## src/rtl/lsu_mem_arbiter.sv

```systemverilog
// Round-robin arbiter sharing one data-memory port between the LSU lanes of a bundle.
// One access is outstanding at a time: the winner is latched, issued on the memory
// request handshake, and for loads the read data is passed back to the owning lane.
module lsu_mem_arbiter #(
  parameter int unsigned NUM_LANES = 2,
  parameter int unsigned ADDR_W    = 32
) (
  input  logic                        clk,
  input  logic                        rst_n,
  input  logic [NUM_LANES-1:0]        lane_req,
  input  logic [NUM_LANES-1:0]        lane_we,
  input  logic [2*NUM_LANES-1:0]      lane_size,
  input  logic [ADDR_W*NUM_LANES-1:0] lane_addr,
  input  logic [32*NUM_LANES-1:0]     lane_wdata,
  output logic [NUM_LANES-1:0]        lane_gnt,
  output logic [NUM_LANES-1:0]        lane_err,
  output logic [NUM_LANES-1:0]        lane_rvalid,
  output logic [31:0]                 lane_rdata,
  output logic                        mem_req,
  output logic                        mem_we,
  output logic [3:0]                  mem_be,
  output logic [ADDR_W-1:0]           mem_addr,
  output logic [31:0]                 mem_wdata,
  input  logic                        mem_gnt,
  input  logic                        mem_rvalid,
  input  logic [31:0]                 mem_rdata,
  output logic                        stall
);

  localparam int unsigned LW = (NUM_LANES > 1) ? $clog2(NUM_LANES) : 1;

  typedef enum logic [1:0] {StIdle, StReq, StWait} state_e;

  state_e                state_q, state_d;
  logic [LW-1:0]         rr_ptr_q, rr_ptr_d;
  logic [LW-1:0]         idx_q, idx_d;
  logic                  we_q, we_d;
  logic [3:0]            be_q, be_d;
  logic [ADDR_W-1:0]     addr_q, addr_d;
  logic [31:0]           wdata_q, wdata_d;
  logic [NUM_LANES-1:0]  err_q, err_d;

  logic [NUM_LANES-1:0]  eligible;
  logic                  found;
  logic [LW-1:0]         win;
  logic [LW-1:0]         cand;
  logic                  win_we;
  logic [1:0]            win_size;
  logic [ADDR_W-1:0]     win_addr;
  logic [31:0]           win_wdata;
  logic                  win_legal;
  logic [3:0]            win_be;

  function automatic logic [LW-1:0] wrap_inc(input logic [LW-1:0] x);
    if (32'(x) >= NUM_LANES - 1) return '0;
    return x + LW'(1);
  endfunction

  // A lane whose error is being reported this cycle still holds lane_req; skip it so
  // the same rejected request is not arbitrated twice.
  assign eligible = lane_req & ~err_q;

  // Round-robin search: first eligible lane at or after rr_ptr, wrapping.
  always_comb begin
    found = 1'b0;
    win   = '0;
    cand  = rr_ptr_q;
    for (int unsigned i = 0; i < NUM_LANES; i++) begin
      if (!found && eligible[cand]) begin
        found = 1'b1;
        win   = cand;
      end
      cand = wrap_inc(cand);
    end
  end

  assign win_we    = lane_we[win];
  assign win_size  = lane_size[2*win +: 2];
  assign win_addr  = lane_addr[ADDR_W*win +: ADDR_W];
  assign win_wdata = lane_wdata[32*win +: 32];

  // Alignment check and byte-enable generation for the winning lane.
  always_comb begin
    win_legal = 1'b0;
    win_be    = 4'b0000;
    unique case (win_size)
      2'd0: begin
        win_legal = 1'b1;
        win_be    = 4'b0001 << win_addr[1:0];
      end
      2'd1: begin
        win_legal = ~win_addr[0];
        win_be    = win_addr[1] ? 4'b1100 : 4'b0011;
      end
      2'd2: begin
        win_legal = (win_addr[1:0] == 2'b00);
        win_be    = 4'b1111;
      end
      default: begin
        win_legal = 1'b0;
        win_be    = 4'b0000;
      end
    endcase
  end

  // State and latched-access registers.
  always_ff @(posedge clk or negedge rst_n) begin
    if (!rst_n) begin
      state_q  <= StIdle;
      rr_ptr_q <= '0;
      idx_q    <= '0;
      we_q     <= 1'b0;
      be_q     <= 4'b0000;
      addr_q   <= '0;
      wdata_q  <= '0;
      err_q    <= '0;
    end else begin
      state_q  <= state_d;
      rr_ptr_q <= rr_ptr_d;
      idx_q    <= idx_d;
      we_q     <= we_d;
      be_q     <= be_d;
      addr_q   <= addr_d;
      wdata_q  <= wdata_d;
      err_q    <= err_d;
    end
  end

  // Next-state logic and handshake outputs.
  always_comb begin
    state_d     = state_q;
    rr_ptr_d    = rr_ptr_q;
    idx_d       = idx_q;
    we_d        = we_q;
    be_d        = be_q;
    addr_d      = addr_q;
    wdata_d     = wdata_q;
    err_d       = '0;
    lane_gnt    = '0;
    lane_rvalid = '0;
    lane_rdata  = '0;
    mem_req     = 1'b0;
    mem_we      = 1'b0;
    mem_be      = 4'b0000;
    mem_addr    = '0;
    mem_wdata   = '0;

    unique case (state_q)
      StIdle: begin
        if (found) begin
          if (win_legal) begin
            idx_d   = win;
            we_d    = win_we;
            be_d    = win_be;
            addr_d  = win_addr;
            wdata_d = win_wdata;
            state_d = StReq;
          end else begin
            // Rejected without memory traffic; error pulse appears next cycle.
            err_d[win] = 1'b1;
            rr_ptr_d   = wrap_inc(win);
          end
        end
      end
      StReq: begin
        mem_req   = 1'b1;
        mem_we    = we_q;
        mem_be    = be_q;
        mem_addr  = {addr_q[ADDR_W-1:2], 2'b00};
        mem_wdata = wdata_q;
        if (mem_gnt) begin
          lane_gnt[idx_q] = 1'b1;
          rr_ptr_d        = wrap_inc(idx_q);
          state_d         = we_q ? StIdle : StWait;
        end
      end
      StWait: begin
        if (mem_rvalid) begin
          lane_rvalid[idx_q] = 1'b1;
          lane_rdata         = mem_rdata;
          state_d            = StIdle;
        end
      end
      default: state_d = StIdle;
    endcase
  end

  assign lane_err = err_q;
  assign stall    = |(lane_req & ~lane_gnt & ~lane_err);

endmodule

```

## config.mk

```make
export PLATFORM = sky130hd
export DESIGN_NAME = lsu_mem_arbiter
export DESIGN_NICKNAME = d
export VERILOG_FILES = /design/src/rtl/lsu_mem_arbiter.sv
export SDC_FILE = /design/constraint.sdc
export NUM_CORES = 1
export LEC_CHECK = 0
export ABC_CLOCK_PERIOD_IN_PS = 2150
export BUFFER_PORTS_ARGS = -buffer_cell sky130_fd_sc_hd__buf_2
export CAP_MARGIN = 20
export CORE_ASPECT_RATIO = 0.6
export CORE_UTILIZATION = 35
export CTS_CLUSTER_SIZE = 40
export DETAILED_ROUTE_END_ITERATION = 12
export PLACE_DENSITY = 0.8
export SLEW_MARGIN = 20
export SYNTH_ARGS = -nofsm -noshare
export SYNTH_HDL_FRONTEND = slang
export SYNTH_SLANG_ARGS = --single-unit
```

## constraint.sdc

```tcl
create_clock -name clk -period 2.15 [get_ports clk]
set_input_delay 0 -clock clk [delete_from_list [all_inputs] [get_ports clk]]
set_output_delay 0 -clock clk [all_outputs]
set_load 0.02 [all_outputs]
```

==> flow_results.org, run 1 <==
** Status
- The run finished with clean final reports.

** Critical path
- Worst Path Max Fanout :: 27
- R2R Path End :: addr_q[25]
- Data required time of the critical path :: 2.37 ns
- Worst R2R Start :: rr_ptr_q
- Startpoint types :: register
- The worst register-to-register path has a depth of 7.
- Worst setup path category :: register to register
- The setup check on the worst reg-to-reg path leaves a slack of 0.09 ns.
- CP arrival :: 2.29 ns
- STA classifies the critical path endpoint as a register.

** Pwr
- PwrDens :: 1164 nW/um^2
- Summed over all cells, the static leakage comes to 3.794 nW.
- Overall power after layout :: 8.742 mW
- Across the VDD grid, the largest voltage drop is 575.8 uV.

** Place
- Pre-CTS setup slack :: 0.06278 ns
- Buffers added on ports :: 278
- HPWL after detailed placement :: 10290 microns
- In this run the cell area measured after placement is 5784 sq um.
- Including well taps, the total number of placed cells is 954.
- Last weighted congestion value of the routability-driven placer :: 0.8152

** Clocking
- For this design, the sink count on the clock tree is 73.
- Number of buffers created by CTS :: 9
- Clock latency reported for the late side of the worst-skew pair :: 0.33 ns
- Clock root cell :: clkbuf_16
- Clock-pin slew on the worst setup and hold paths :: 0.06 ns
- Buffers from clock root to sink, at most :: 2
- TritonCTS clock tree :: yes
- H-tree lvl count :: 3

** Global routing
- Global routing finished with a remaining overflow of 0.
- The first global-routing pass estimated 28300 microns of wire.
- Antenna violations before repair :: 3
- Entering global routing, the biggest net connects 76 pins.
- The number of global-route vias before repair came to 5483.
- Global-route total usage across every layer :: 29.70%

** Flow run
- Across the run, the number of max-cap violations was 0.

** Layout
- Once layout is done, the placed cells without fillers occupy 7508 sq um.
- Most used cells in the layout excluding fill and tap cells :: buf_2 (277), nand2_1 (131), dlygate4sd3_1 (130), and2_1 (100), dfrtp_1 (73)
- The final layout contains 1111 nets.
- Commonest non-fill, non-tap cell in the layout :: buf_2
- For this run, the share of the core covered by cells in the final layout is 65.16%.
- From synthesis to final layout, the design area changed by 77.28%.
- Once layout is complete, the cells apart from fillers number 1109.
- In the final layout, the share of cells above drive strength 1 is 33.69%.
- Filler Cells Inserted :: 888

** Synth
- The cell area that synthesis handed to floorplanning was 4235 sq um.
- The Yosys step of the flow raised 0 warnings.
- Synthesis instantiated 36 different standard cells from the library.
- In the synthesized netlist, the number of instances is 548.
- In this run, synthesis produced a sequential element count of 73.
- Summing the sequential cell areas from Yosys gives 43.13% of the chip area.
- Syn Area/Cell :: 7.729 sq um

** Detailed routing
- The first detailed-routing pass took 5 iterations.
- Detailed-route DRC error count :: 0
- Across all layers, the routed design uses 5696 vias.
- In this run, the number of DRC markers left after iteration 0 of detailed routing was 412.
- Final wirelength :: 18860 microns
- Antenna viol nets, final :: 0
- Using the TritonRoute via totals, the vias-per-cell ratio works out to 5.136.
- Average routed wire per standard cell :: 17.01 microns

** STA
- The clock period could shrink to 2.064 ns.
- Maximum clock frequency :: 0.4845 GHz
- Max-slew violation count :: 0
- Setup repair after global routing left no endpoint under its margin.
- Across all hold checks on the routed design, the worst slack comes to 0.06054 ns.
- Setup TNS after final layout :: 0 ns
- Worst setup skew after layout :: 0.009551 ns
- Final cycle utilization of the critical path :: 96.01%
- Final-report hold violation count :: 0
- In this run the tightest slew margin relative to its limit is 66.51%.
- Total setup violations reported at the end of the flow :: 0
- Once routing completed, OpenROAD measured the worst setup slack at 0.08586 ns.
- For the pin with the worst max-slew slack, the measured transition is 0.4971 ns.

** Floorplanning
- Number of placed I/O pins :: 281
- Once the floorplan was initialized, standard cells occupied 36.75% of the core.
- Placeable core area :: 11520 sq um
- Row cnt :: 30
- Height of the die :: 87.21 microns
- The floorplan step defined a die boundary enclosing 12560 sq um.
- Horiz. Die Dim :: 144.0 microns

** Worst hold path
- The worst hold path begins at lane_addr[33].
- The path class of the tightest hold or removal check is primary input to register.
- The path with the worst hold slack has its endpoint at be_q[1].
- Counting instances, the worst hold path has a depth of 4.
synthesized netlist by cell type:
| cell type | count | area share, % |
|---|---|---|
| nand2_1 | 132 | 12 |
| and2_1 | 101 | 15 |
| dfrtp_1 | 73 | 43 |
| nor2_1 | 71 | 6.3 |
| a31oi_1 | 65 | 9.6 |
| clkbuf_1 | 28 | 2.5 |
| o21ai_0 | 13 | 1.5 |
| buf_2 | 10 | 1.2 |
| buf_4 | 8 | 1.4 |
| nor2b_1 | 5 | 0.74 |
| nor3_1 | 5 | 0.59 |
| a211oi_1 | 4 | 0.71 |
| a21oi_1 | 3 | 0.35 |
| nand2b_1 | 3 | 0.44 |
| a21o_1 | 2 | 0.35 |
| a22oi_1 | 2 | 0.35 |
| inv_1 | 2 | 0.18 |
| o2bb2ai_1 | 2 | 0.41 |
| xor2_1 | 2 | 0.41 |
| a2111oi_0 | 1 | 0.21 |
| a211o_1 | 1 | 0.21 |
| a211oi_2 | 1 | 0.30 |
| a21boi_0 | 1 | 0.18 |
| a22o_1 | 1 | 0.21 |
| a32o_1 | 1 | 0.24 |
| and3_1 | 1 | 0.15 |
| conb_1 | 1 | 0.089 |
| nand3b_1 | 1 | 0.18 |
| nor3b_1 | 1 | 0.18 |
| nor4_1 | 1 | 0.15 |
| o21bai_1 | 1 | 0.18 |
| o22ai_1 | 1 | 0.15 |
| o311ai_0 | 1 | 0.21 |
| o31ai_1 | 1 | 0.18 |
| o32ai_1 | 1 | 0.21 |
| or3b_1 | 1 | 0.21 |
final cells by class:
cell class                 count  area (sq um)  share of cell area, %
timing repair buffer         425          2918                  38.86
clock inverter                 6         92.59                  1.233
sequential                    73          1827                  24.33
antenna                        5         12.51                 0.1666
clock buffer                  10         229.0                  3.049
inverter                       2         7.507                0.09998
tap                          160         200.2                  2.666
multi-input combinational    428          2222                  29.60
sequential cells by signal, indices dropped and copies added, names as in the netlist:
register	flops
lane_err	2
addr_q	30
rr_ptr_q	1
idx_q	1
be_q	4
wdata_q	32
state_q	2
we_q	1
layer usage:
| layer | track usage (%) | vias up | part of all wire, % |
|---|---|---|---|
| met3 | 10.39 | 80 | 9.5 |
| met2 | 48.22 | 365 | 47 |
| met5 | 0 | - | 0 |
| met1 | 35.91 | 2644 | 40 |
| met4 | 12.67 | 0 | 3.5 |
| li1 | - | 2607 | - |
where the power goes:
group	total [mW]	internal, mW	switching, mW
registers	2.43	2.06	0.370
clock network	1.63	1.02	0.607
logic	4.69	1.84	2.85
total	8.74	4.92	3.83
cells by family after synthesis:
logic type / count (synthesis) / share of synthesized area (%)
and+or+nand+nor: 322 / 35.54
AOI/OAI and AO/OA: 102 / 15.57
DFF: 73 / 43.13
buffers and inverters: 48 / 5.259
xor gates and xnor gates: 2 / 0.4137
other: 1 / 0.08854
worst max-delay path, cell delays in order, from the launching register on:
cell and delay [ns]:
dfrtp_1 0.40, or3b_4 0.42, and2_2 0.25, a211oi_4 0.21
buf_6 0.20, buf_16 0.18, nor2_1 0.06, a31oi_1 0.23
how the worst max path moves through the flow:
stage | from | to | depth (start not counted)
after floorplan | lane_err[0] | addr_q[31] | 7
after global placement | rr_ptr_q | wdata_q[23] | 6
after detailed placement | rr_ptr_q | wdata_q[6] | 6
after CTS | rr_ptr_q | wdata_q[6] | 6
after global routing | rr_ptr_q | addr_q[25] | 7
final | rr_ptr_q | addr_q[25] | 7
timing repair:
| action | in CTS | in global routing |
|---|---|---|
| resized for setup | 0 | 9 |
| setup buffers | 0 | 1 |
| hold buffers | 130 | 0 |
| endpoints found under the setup margin | 0 | 52 |
| hold endpoints to repair | 95 | 0 |
No activity file was read; power rests on OpenSTA's default activity.
==> inputs of run 2 (changes only) <==
Settings changed: CORE_UTILIZATION 35 to 43, PLACE_DENSITY 0.8 to 0.93.
==> run 2 against run 1 <==
  * Sequential power is essentially flat
  * Cell count decreased by 2.8%
  * Wire length is 5.9% higher
  * Global-route usage rose by 8.7 points
  * Critical endpoint is now addr_q[3]
  * Fmax is essentially flat
  * Combinational power rose by 4%
  * Clock skew rose by 0.0010 ns
  * Non-clock buffer count up 2
==> flow_results.org, run 2 (synthesized netlist as in run 1, its figures left out) <==
** Detailed routing
- The number of vias per cell after detailed routing came to 5.466 (+6.4%).
- The via total after detailed routing came to 5892 (+3.4%).
- Detailed-route DRC error count :: 0 (unchanged)
- The number of nets with antenna violations after detailed routing is 0 (unchanged).
- The average wire per standard cell is 18.53 microns (+9.0%).
- The length of the first detailed-routing pass in iterations is 7 (+2).
- Initial DRC count :: 447 (+8.5%)
- Final wirelength :: 19980 microns (+5.9%)

** Status
- The flow ran to the end, and the final reports show no timing, DRC or antenna violations.

** Clocking
- The count of clock tree sinks is 73 (unchanged).
- TritonCTS clock tree :: yes
- The register clock-pin slew on the reported worst setup and hold paths is 0.06 ns (about the same).
- The number of H-tree levels is 3 (unchanged).
- The worst-skew pair later-pin latency was 0.32 ns (about the same).
- Clock tree synthesis selected as its root buffer the cell clkbuf_16.
- Number of buffers created by CTS :: 9 (unchanged)
- Buffers from clock root to sink, at most :: 2 (unchanged)

** Layout
- More flip-flops sit in one register than any other, and that register is wdata_q.
- The fraction of layout instances using a drive strength above 1 is 33.86% (+0.18 points).
- Final design utilization :: 80.28% (+15 points)
- Filler Cells Inserted :: 552 (-38%)
- Number of flip-flops under the largest register name :: 32 (unchanged)
- Largest registers ranked by flip-flop count :: wdata_q x32, addr_q x30, be_q x4
- Post-synthesis to final-layout area growth :: 77.37% (about the same)
- The library cell used most frequently in the layout, excluding fill and tap cells, is buf_2.
- Post-layout net count :: 1113 (+0.18%)
- Leaving out fill and tap cells, the most frequent cells in the layout are buf_2 (277), nand2_1 (131), dlygate4sd3_1 (129), and2_1 (100), dfrtp_1 (73).

** Pwr
- The worst IR drop on VDD was 696.6 uV (+21%).
- PwrDens :: 1205 nW/um^2 (+3.5%)
- Overall power after layout :: 9.051 mW (+3.5%)
- Reported leakage power :: 3.831 nW (+0.97%)

** Global routing
- The total routing usage reported by global routing is 38.43% (+8.7 points).
- The total grt overflow is 0 (unchanged).
- Antenna violations before repair :: 1 (-2)
- Global-route wire length before repair :: 29790 microns (+5.3%)
- The number of global-route vias before repair was 5938 (+8.3%).
- Pin count of the biggest net entering global routing :: 74 (-2.6%)

** STA
- Post-route minimum period :: 2.065 ns (+0.0003746 ns)
- Maximum clock frequency :: 0.4844 GHz (about the same)
- Final-report hold violation count :: 0 (unchanged)
- The worst slew slack as a fraction of its limit is 38.46% (-28 points).
- The period utilization came to 96.02% (about the same).
- Setup ws final :: 0.08549 ns (-0.0003746 ns)
- Transition time at the pin with the least slew margin :: 0.9231 ns (+0.4259 ns)
- Total setup violations reported at the end of the flow :: 0 (unchanged)
- The final number of max-transition violations was 0 (unchanged).
- The clock skew after layout was 0.01057 ns (+0.001015 ns).

** Floorplanning
- The starting density of the core came to 45.26% (+8.5 points).
- The count of pins on the block boundary came to 281 (unchanged).
- The die extent in x is 130.1 microns (-9.6%).
- Area of the die :: 10260 sq um (-18%)
- The height of the die was 78.88 microns (-9.6%).
- Placeable core area :: 9358 sq um (-19%)
- Row cnt :: 27 (-10%)

** Critical path
- Category of cells accounting for the largest share of critical-path delay :: simple AND/OR/NAND/NOR gates
- Max incr delay on CP :: 0.42 ns (about the same)
- Number of buffers and inverters on the critical path :: 2 (unchanged)
- The maximum fanout along the worst path came to 15 (-44%).
- By startpoint and endpoint, the worst setup path is classified as register to register.
- STA classifies the critical path startpoint as a register.
- Data required time of the critical path :: 2.36 ns (about the same)
- Among all stages on the critical path, the largest delay is contributed by or3b_4.
- The data arrival time at the worst-slack endpoint came to 2.28 ns (about the same).
- The signal on the critical path passes through or3b_4, and2_4, a211oi_4, buf_12, buf_6, nor2_1, a31oi_1.
- The worst setup path is captured at a register.

** Place
- Last weighted congestion value of the routability-driven placer :: 0.8482 (+4.0%)
- Pre-CTS setup slack :: 0.07299 ns (+0.01021 ns)
- Buffers added on ports :: 278 (unchanged)
- The sum of net half-perimeters after detailed placement was 10040 microns (-2.4%).

** Flow run
- The number of max-capacitance violations reported came to 0 (unchanged).

** Worst hold path
- The path class of the tightest hold or removal check is primary input to register.
run 2: power by group:
part | switching, mW | leakage (nW) | internal [mW]
sequential | 0.404 | 0.827 | 2.06
combinational | 2.96 | 2.84 | 1.92
clock | 0.548 | 0.169 | 1.16
total | 3.92 | 3.83 | 5.13
run 2: final timing paths:
path	from	to	slack (ns)	depth (start not counted)
min in group asynchronous	rst_n	wdata_q[19]	0.36	2
min reg2reg	be_q[0]	be_q[0]	0.49	1
min	mem_gnt	state_q[0]	0.03	3
max	rr_ptr_q	addr_q[3]	0.09	7
max in group asynchronous	rst_n	be_q[1]	1.19	2
max reg2reg	rr_ptr_q	addr_q[3]	0.09	7
run 2: layer usage:
layer,track usage (%),vias to the layer above,routed length [microns]
li1,-,2609,-
met1,41.34,2686,7093
met2,63.56,458,9231
met3,12.80,139,2068
met4,28.26,0,1586
met5,0,-,0
run 2: worst register-to-register path: cells and delay by family (launching register included):
kind / cells / cell delay (ns)
AOI/OAI and AO/OA: 2 / 0.53
DFF: 1 / 0.39
and+or+nand+nor: 3 / 0.69
buffers and inverters: 2 / 0.35
run 2: area by class of cell:
cell class	count	area, sq um	share of cell area [%]
Inverter	2	7.507	0.09993
Tap cell	130	162.7	2.165
Clock buffer	10	239.0	3.181
Antenna cell	3	7.507	0.09993
Clock inverter	5	103.9	1.382
Sequential cell	73	1827	24.32
Multi-Input combinational cell	428	2221	29.56
Timing Repair Buffer	427	2944	39.19
run 2: timing repair:
action                                  CTS  global route
gates resized for setup                   0             6
setup buffers                             0             2
hold endpoints to repair                137             0
hold buffers                            129             0
endpoints found under the setup margin    0            56
run 2: per-stage QoR:
| stage | hold WS, ns | cells | setup TNS (ns) | cell area, sq um |
|---|---|---|---|---|
| floorplan | -0.2956 | 549 | 0 | 4239 |
| global placement | 0.1890 | 927 | 0 | 5782 |
| detailed placement | 0.1974 | 927 | 0 | 5782 |
| CTS | 0.02343 | 1071 | 0 | 7416 |
| global route | 0.03607 | 1076 | -0.01110 | 7507 |
| finish | 0.03390 | 1078 | 0 | 7512 |
